## config.mk

```make
export PLATFORM = sky130hd
export DESIGN_NAME = ras_ckpt
export DESIGN_NICKNAME = d
export VERILOG_FILES = /design/src/rtl/ras_ckpt.sv
export SDC_FILE = /design/constraint.sdc
export NUM_CORES = 1
export LEC_CHECK = 0
export ABC_AREA = 1
export CAP_MARGIN = 20
export CORE_MARGIN = 1.5
export CORE_UTILIZATION = 43
export DETAILED_ROUTE_END_ITERATION = 10
export GPL_TIMING_DRIVEN = 0
export PLACE_DENSITY = 0.65
export SLEW_MARGIN = 10
export SYNTH_ARGS = -nofsm -noshare
export SYNTH_HDL_FRONTEND = slang
export SYNTH_SLANG_ARGS = --single-unit
```

## constraint.sdc

```tcl
create_clock -name CLK -period 2.5 [get_ports CLK]
set_input_delay 0.75 -clock CLK [delete_from_list [all_inputs] [get_ports CLK]]
set_output_delay 0.75 -clock CLK [all_outputs]
set_load 0.03 [all_outputs]
```

## src/rtl/ras_ckpt.sv

```systemverilog
// Return address stack with occupancy count, circular overflow and checkpoint repair.
// Outputs reflect registered state only; a push/pop/update shows up one cycle later.
module ras_ckpt #(
  parameter int ENTRIES      = 8,
  parameter int TARGET_WIDTH = 31,
  parameter int INDEX_WIDTH  = $clog2(ENTRIES),
  parameter int STAT_WIDTH   = 16
) (
  input  logic                    CLK,
  input  logic                    nRST,
  input  logic                    link_RESP,
  input  logic [TARGET_WIDTH-1:0] link_target_RESP,
  input  logic                    ret_RESP,
  output logic                    ret_valid_RESP,
  output logic [TARGET_WIDTH-1:0] ret_target_RESP,
  output logic [INDEX_WIDTH-1:0]  ras_index_RESP,
  output logic [INDEX_WIDTH:0]    ras_count_RESP,
  input  logic                    update_valid,
  input  logic [INDEX_WIDTH-1:0]  update_ras_index,
  input  logic [INDEX_WIDTH:0]    update_ras_count,
  input  logic                    update_restore_valid,
  input  logic [TARGET_WIDTH-1:0] update_restore_target,
  output logic [STAT_WIDTH-1:0]   overflow_events,
  output logic [STAT_WIDTH-1:0]   underflow_events
);

  localparam logic [INDEX_WIDTH:0] FULL = (INDEX_WIDTH+1)'(ENTRIES);

  logic [TARGET_WIDTH-1:0] stack [ENTRIES];
  logic [INDEX_WIDTH-1:0]  sp, sp_nxt, sp_inc, sp_dec;
  logic [INDEX_WIDTH:0]    count, count_nxt;
  logic                    wr_en;
  logic [INDEX_WIDTH-1:0]  wr_idx;
  logic [TARGET_WIDTH-1:0] wr_dat;
  logic                    ovf_inc, unf_inc;

  // ENTRIES is a power of two, so pointer wrap is plain INDEX_WIDTH-bit overflow.
  assign sp_inc = sp + 1'b1;
  assign sp_dec = sp - 1'b1;

  always_comb begin
    sp_nxt    = sp;
    count_nxt = count;
    wr_en     = 1'b0;
    wr_idx    = sp_inc;
    wr_dat    = link_target_RESP;
    ovf_inc   = 1'b0;
    unf_inc   = 1'b0;
    if (update_valid) begin
      sp_nxt    = update_ras_index;
      count_nxt = (update_ras_count > FULL) ? FULL : update_ras_count;
      wr_en     = update_restore_valid;
      wr_idx    = update_ras_index;
      wr_dat    = update_restore_target;
    end else if (link_RESP && ret_RESP) begin
      if (count != '0) begin
        wr_en  = 1'b1;
        wr_idx = sp;
      end else begin
        // Pop of an empty stack is a no-op, leaving a plain push.
        wr_en     = 1'b1;
        sp_nxt    = sp_inc;
        count_nxt = (INDEX_WIDTH+1)'(1);
        unf_inc   = 1'b1;
      end
    end else if (link_RESP) begin
      wr_en  = 1'b1;
      sp_nxt = sp_inc;
      if (count == FULL) ovf_inc = 1'b1;
      else               count_nxt = count + 1'b1;
    end else if (ret_RESP) begin
      if (count != '0) begin
        sp_nxt    = sp_dec;
        count_nxt = count - 1'b1;
      end else begin
        unf_inc = 1'b1;
      end
    end
  end

  always_ff @(posedge CLK or negedge nRST) begin
    if (!nRST) begin
      for (int i = 0; i < ENTRIES; i++) stack[i] <= '0;
      sp               <= '0;
      count            <= '0;
      overflow_events  <= '0;
      underflow_events <= '0;
    end else begin
      if (wr_en) stack[wr_idx] <= wr_dat;
      sp    <= sp_nxt;
      count <= count_nxt;
      if (ovf_inc && (overflow_events != '1))  overflow_events  <= overflow_events + 1'b1;
      if (unf_inc && (underflow_events != '1)) underflow_events <= underflow_events + 1'b1;
    end
  end

  assign ret_target_RESP = stack[sp];
  assign ret_valid_RESP  = (count != '0);
  assign ras_index_RESP  = sp;
  assign ras_count_RESP  = count;

endmodule

```

==> results.sh, run 1 <==
export IMPL_die_x_um=189
export IMPL_syn_area_per_cell_um2=7.61
export IMPL_grt_max_degree=98
export IMPL_die_h_um=189
export IMPL_worst_clock_skew_ns=0.0221
export IMPL_first_pass_iters=6
export IMPL_vias=14867
export IMPL_hold_class="in2async"
export IMPL_grt_pass1_vias=14535
export IMPL_endpoint_kind="output pin"
export IMPL_post_dp_hpwl_mm=35.6
export IMPL_crit_type="reg2out"
export IMPL_numPortBuffers=144
export IMPL_rsz0062_at_grt="true"
export IMPL_synthDistinctLibCells=39
export IMPL_async_flop_share=1.00
export IMPL_num_rows=67
export IMPL_p_per_area_nw_per_um2=1150
export IMPL_crit_buf_inv=5
export IMPL_gp_congestion=0.931
export IMPL_peakVddDrop_v=0.000650
export IMPL_p_leak_uw=0.00939
export IMPL_path_cells="buf_12, inv_16, buf_12, clkbuf_16, nor2_2, o22ai_2, nor2_2, a31oi_4, buf_6"
export IMPL_use_met3=0.0538
export IMPL_fin_hold_ws_ns=0.0606
export IMPL_syn_to_final_growth_pct=34.7
export IMPL_drv_slew=0
export IMPL_crit_path_max_incr_delay_ns=0.43
export IMPL_ys_seq_area_frac=0.483
export IMPL_grtUsageTotal=0.295
export IMPL_dp_slack_ns=-1.17
export IMPL_nNetsFinal=2242
export IMPL_worstMarginPinSlew_ns=0.643
export IMPL_startpoint_type="flop"
export IMPL_cts_htree_levels=2
export IMPL_drt_iter0_markers=1542
export IMPL_cts_tree="done"
export IMPL_dieArea_um2=35700
export IMPL_relSlewSlack=0.571
export IMPL_synth_top_area_frac=0.483
export IMPL_use_met2=0.475
export IMPL_synth_most_common_cell="nand2_1"
export IMPL_fmax_mhz=343
export IMPL_placedCellCount=2549
export IMPL_cp_data_arrival_time_ns=2.17
export IMPL_wl_per_cell_um=20.2
export IMPL_setup_viol=31
export IMPL_grt_pass1_wl_mm=82.0
export IMPL_layout_drive_gt1_share=0.186
export IMPL_yosysTopAreaCell="dfrtp_1"
export IMPL_globalRoute_busiestLayer="met2"
export IMPL_synth_area_top_cells="dfrtp_1 48%, nand2_1 14%, nand3_1 9.2%, o21ai_0 6.9%, nor2_1 6.1%"
export IMPL_drc=0
export IMPL_cts_sinks=287
export IMPL_fin_area_um2=20000
export IMPL_violations="setup timing"
export IMPL_ant_nets=0
export IMPL_pin_count=146
export IMPL_fin_crit_sh=1.17
export IMPL_stdcell_count=2631
export IMPL_dpl_cell_area_um2=17400
export IMPL_grt_overflow=0
export IMPL_synthFlopType="dfrtp_1"
export IMPL_crit_fanout=6
export IMPL_start_util=0.440
export IMPL_ys_ff_latch=287
export IMPL_hold_viol=0
export IMPL_crit_slowest_cell="dfrtp_2"
export IMPL_clkTransAtPathRegs_ns=0.06
export IMPL_synthCells=1954
export IMPL_insertion_delay_ns=0.53
export IMPL_status="finished, violations left"
export IMPL_antenna_found_initial=0
export IMPL_synthesis_area_um2=14900
export IMPL_worst_endpoint_required_ns=1.75
export IMPL_fin_setup_tns_ns=-11.10
export IMPL_setup_slack_ns=-0.415
export IMPL_yosysWarningCount=0
export IMPL_cts_max_path_buffers=3
export IMPL_cts_hold_buffers=0
export IMPL_wl_mm=53.1
export IMPL_finalCriticalPeriod_ns=2.92
export IMPL_root_buffer="clkbuf_16"
export IMPL_use_met1=0.395
export IMPL_drv_cap=0
export IMPL_syn_nets=2036
export IMPL_cp_top_family="buffers and inverters"
export IMPL_numCtsBuffers=34
export IMPL_viasPerCell=5.65
export IMPL_synthTopCellsByCount="549 x nand2_1, 287 x dfrtp_1, 272 x nand3_1"
export IMPL_core_um2=33800
export IMPL_synth_edf_count=0
[per-stage QoR]
stage | utilization | power, µW
2_1_floorplan | - | 13300
3_3_place_gp | 0.513 | 16100
3_5_place_dp | 0.516 | 16300
4_1_cts | 0.578 | 22500
5_1_grt | 0.592 | 24400
6_report | 0.592 | 23100
[metal layers]
metal | wire length [µm] | part of all wire | vias up
met2 | 24400 | 0.46 | 659
met1 | 22500 | 0.42 | 7191
met4 | 2000 | 0.038 | 0
met5 | 0 | 0 | -
li1 | - | - | 6895
met3 | 4240 | 0.080 | 122
[layout make-up]
class	instances	area, µm²
Clock inverter	12	179
Timing Repair inverter	1	6.26
Inverter	42	190
Multi-Input combinational cell	1481	7820
Antenna cell	1	2.50
Sequential cell	287	7180
Timing Repair Buffer	169	1890
Clock buffer	46	946
Tap cell	448	561
Buffer	144	1240
Fill cell	3006	13800
[cell usage in the layout, fill, tap and decap left out, drive strengths merged]
cell,count
nand2,559
dfrtp,287
nand3,276
o21ai,270
nor2,245
buf,136
clkbuf,113
clkdlybuf4s50,109
inv,41
a31oi,32
o22ai,32
xor2,20
nor3,14
xnor2,11
clkinv,10
ha,6
nand4,5
bufinv,4
nand3b,2
a21oi,2
diode,1
o21a,1
or2,1
o31ai,1
nor4,1
mux2,1
a21o,1
fa,1
dlymetal6s2s,1
[kinds of logic after synthesis]
kind of cell / count (synthesis) / share of synthesized area
adder cells (fa/ha/maj): 7 / 0.00640
flip-flops: 287 / 0.483
buffers and inverters: 186 / 0.0587
AO/OA/AOI/OAI: 339 / 0.120
XOR/XNOR: 31 / 0.0183
multiplexers: 1 / 0.000758
AND/OR/NAND/NOR: 1103 / 0.313
[where the power goes]
group	switching (µW)	leakage, µW	internal [µW]
sequential	1320	0.00362	6710
clock	2020	0.000555	3070
combinational	6050	0.00522	3910
total	9390	0.00939	13700
[state kept, by name (all words and copies together), names as in the netlist]
name              flops
stack               248
underflow_events     16
overflow_events      16
ras_index_RESP        3
ras_count_RESP        4
[path summary, 6_finish.rpt]
kind,startpoint,to,slack [ns],cells past startpoint
worst max-delay path,ras_index_RESP[0]$_DFFE_PN0P_,ret_target_RESP[13],-0.42,9
worst min-delay path,nRST,stack[8]$_DFFE_PN0P_,0.06,1
worst max register to register,ras_index_RESP[0]$_DFFE_PN0P_,stack[184]$_DFFE_PN0P_,0.05,16
worst min register to register,stack[138]$_DFFE_PN0P_,stack[138]$_DFFE_PN0P_,0.47,2
max in group asynchronous,nRST,stack[200]$_DFFE_PN0P_,1.33,3
min in group CLK,stack[138]$_DFFE_PN0P_,stack[138]$_DFFE_PN0P_,0.47,2
[what timing repair did]
item | CTS | global route
cloned | 5 | 4
resized for setup | 455 | 159
buffers inserted | 13 | 1
endpoints found under the setup margin | 282 | 288
pin swaps | 48 | 29
No activity file was read; power rests on OpenSTA's default activity.
==> inputs of run 2 (changes only) <==
--- a/config.mk
+++ b/config.mk
@@ -12,6 +12,7 @@
 export DETAILED_ROUTE_END_ITERATION = 10
 export GPL_TIMING_DRIVEN = 0
 export PLACE_DENSITY = 0.65
+export REMOVE_ABC_BUFFERS = 1
 export SLEW_MARGIN = 10
 export SYNTH_ARGS = -nofsm -noshare
 export SYNTH_HDL_FRONTEND = slang
==> run 2 against run 1 <==
The run still ends with setup timing left. Sequential cell count did not move. First-iteration DRC count rose by 66%. Worst hold slack improved by 0.14 ns. Count of clock-buffer cells in the layout rose by 7. Global-route usage rose by 2.6 points. Power rose by 0.21%. Highest routed layer unchanged. Sequential share of layout area fell by 0.57 points. Non-clock buffer count fell by 34.
==> results.sh, run 2 (synthesis gave the netlist of run 1 again) <==
export IMPL_root_buffer="clkbuf_16"
export IMPL_finalCriticalPeriod_ns=3.26
export IMPL_largest_register="stack"
export IMPL_violations="setup timing"
export IMPL_reg_top3="stack (248), overflow_events (16), underflow_events (16)"
export IMPL_start_util=0.440
export IMPL_ant_nets=0
export IMPL_sw_frac_of_total=0.417
export IMPL_power_switching_uw=9640
export IMPL_cts_hold_buffers=0
export IMPL_pwr_share_seq=0.346
export IMPL_cts_tree="done"
export IMPL_nNetsFinal=2239
export IMPL_first_pass_iters=7
export IMPL_insertion_delay_ns=0.53
export IMPL_share_comb_of_total_power=0.442
export IMPL_crit_fanout=8
export IMPL_drc=0
export IMPL_use_met3=0.0730
export IMPL_globalRoute_busiestLayer="met2"
export IMPL_endpoint_kind="output pin"
export IMPL_drv_cap=0
export IMPL_hold_class="in2async"
export IMPL_setup_slack_ns=-0.755
export IMPL_fin_setup_tns_ns=-17.08
export IMPL_post_dp_hpwl_mm=23.3
export IMPL_wl_per_cell_um=24.6
export IMPL_p_per_area_nw_per_um2=1140
export IMPL_grt_max_degree=81
export IMPL_die_x_um=189
export IMPL_clkPwrFrac=0.212
export IMPL_fmax_mhz=307
export IMPL_mostFrequentLayoutCells="543 x nand2_1, 285 x dfrtp_1, 267 x nand3_1"
export IMPL_grt_overflow=0
export IMPL_worst_clock_skew_ns=0.0146
export IMPL_fin_crit_sh=1.30
export IMPL_grt_pass1_vias=14860
export IMPL_largest_reg_flops=248
export IMPL_use_met1=0.426
export IMPL_status="finished, violations left"
export IMPL_cts_sinks=287
export IMPL_peakVddDrop_v=0.000608
export IMPL_num_rows=67
export IMPL_drt_iter0_markers=2567
export IMPL_cp_data_arrival_time_ns=2.51
export IMPL_drv_slew=0
export IMPL_p_int_uw=13500
export IMPL_viasPerCell=6.20
export IMPL_cts_max_path_buffers=3
export IMPL_p_total_uw=23100
export IMPL_numPortBuffers=145
export IMPL_startpoint_type="flop"
export IMPL_die_h_um=189
export IMPL_gp_congestion=0.818
export IMPL_layout_drive_gt1_share=0.155
export IMPL_clkTransAtPathRegs_ns=0.05
export IMPL_p_leak_uw=0.00958
export IMPL_pin_count=146
export IMPL_relSlewSlack=0.495
export IMPL_final_common_cell="nand2_1"
export IMPL_worstMarginPinSlew_ns=0.757
export IMPL_worst_endpoint_required_ns=1.75
export IMPL_cts_htree_levels=2
export IMPL_hold_viol=0
export IMPL_numCtsBuffers=34
export IMPL_rsz0062_at_grt="true"
export IMPL_core_um2=33800
export IMPL_crit_type="reg2out"
export IMPL_antenna_found_initial=1
export IMPL_syn_to_final_growth_pct=37.0
export IMPL_dieArea_um2=35700
export IMPL_grtUsageTotal=0.321
export IMPL_grt_pass1_wl_mm=88.0
export IMPL_wl_mm=64.5
export IMPL_setup_viol=37
export IMPL_use_met2=0.499
export IMPL_vias=16280
run 2: changes by cell type in the layout (fill, tap and decap cells not counted), sizes merged, moves of 2 or more:
cell,previous run,this run
clkbuf,113,64
nand3,276,285
bufbuf,0,5
nand2,559,570
buf,136,153
clkdlybuf4s50,109,107
bufinv,4,0
clkdlybuf4s15,0,2
clkinv,10,6
inv,41,49
run 2: area by class of cell:
class	count	area [µm²]
Tap cell	448	561
Timing Repair inverter	12	158
Fill cell	2813	13400
Multi-Input combinational cell	1501	7530
Sequential cell	287	7190
Clock buffer	53	1070
Inverter	42	302
Clock inverter	2	12.5
Antenna cell	2	5.00
Timing Repair Buffer	279	3530
run 2: routing by layer:
layer  wire [µm]  share of wire
met5           0              0
met4        4280          0.066
met2       27700           0.43
met3        9280           0.14
met1       23200           0.36
run 2: power by group through the flow:
| stage | registers (µW) | logic [µW] | clock network [µW] |
|---|---|---|---|
| final | 8000 | 10200 | 4900 |
| after CTS | 7820 | 8960 | 4890 |
| after global placement | 8010 | 6910 | 0 |
| after detailed placement | 7840 | 7410 | 0 |
| after global routing | 8170 | 10900 | 5080 |
| after floorplan | 7890 | 4480 | 0 |
run 2: path summary, 6_finish.rpt:
kind                            cells past startpoint                           from  slack (ns)                endpoint
worst max-delay path                               10  ras_index_RESP[0]$_DFFE_PN0P_       -0.76     ret_target_RESP[18]
worst min-delay path                                1                           nRST        0.20  stack[226]$_DFFE_PN0P_
worst max register to register                     12  ras_index_RESP[0]$_DFFE_PN0P_       -0.02  stack[111]$_DFFE_PN0P_
worst min register to register                      2         stack[212]$_DFFE_PN0P_        0.46  stack[212]$_DFFE_PN0P_
max in group asynchronous                           3                           nRST        1.15  stack[151]$_DFFE_PN0P_
min in group CLK                                    2         stack[212]$_DFFE_PN0P_        0.46  stack[212]$_DFFE_PN0P_
run 2: critical path, cell delays in order (launching register included):
cell	delay (ns)
dfrtp_4	0.50
buf_16	0.15
buf_16	0.15
inv_16	0.08
buf_8	0.13
buf_16	0.15
nor2_4	0.05
o22ai_2	0.17
nor2_1	0.09
a31oi_2	0.33
buf_6	0.19
run 2: timing repair:
item	CTS	global route
resized for setup	378	63
gates cloned	40	20
buffers inserted	53	41
pin swaps	33	29
setup endpoints to repair	284	285
run 2: stage by stage:
step	setup WS (ns)	hold WS [ns]	util	instances	instance area, µm²
final	-0.755	0.196	0.603	2626	20400
after global routing	-0.763	0.250	0.602	2624	20400
after CTS	-0.578	0.210	0.573	2566	19300
after detailed placement	-2.59	0.453	0.491	2419	16600
after global placement	-12.15	0.448	0.479	2403	16200
after floorplan	-3.75	0.437	-	1810	14200
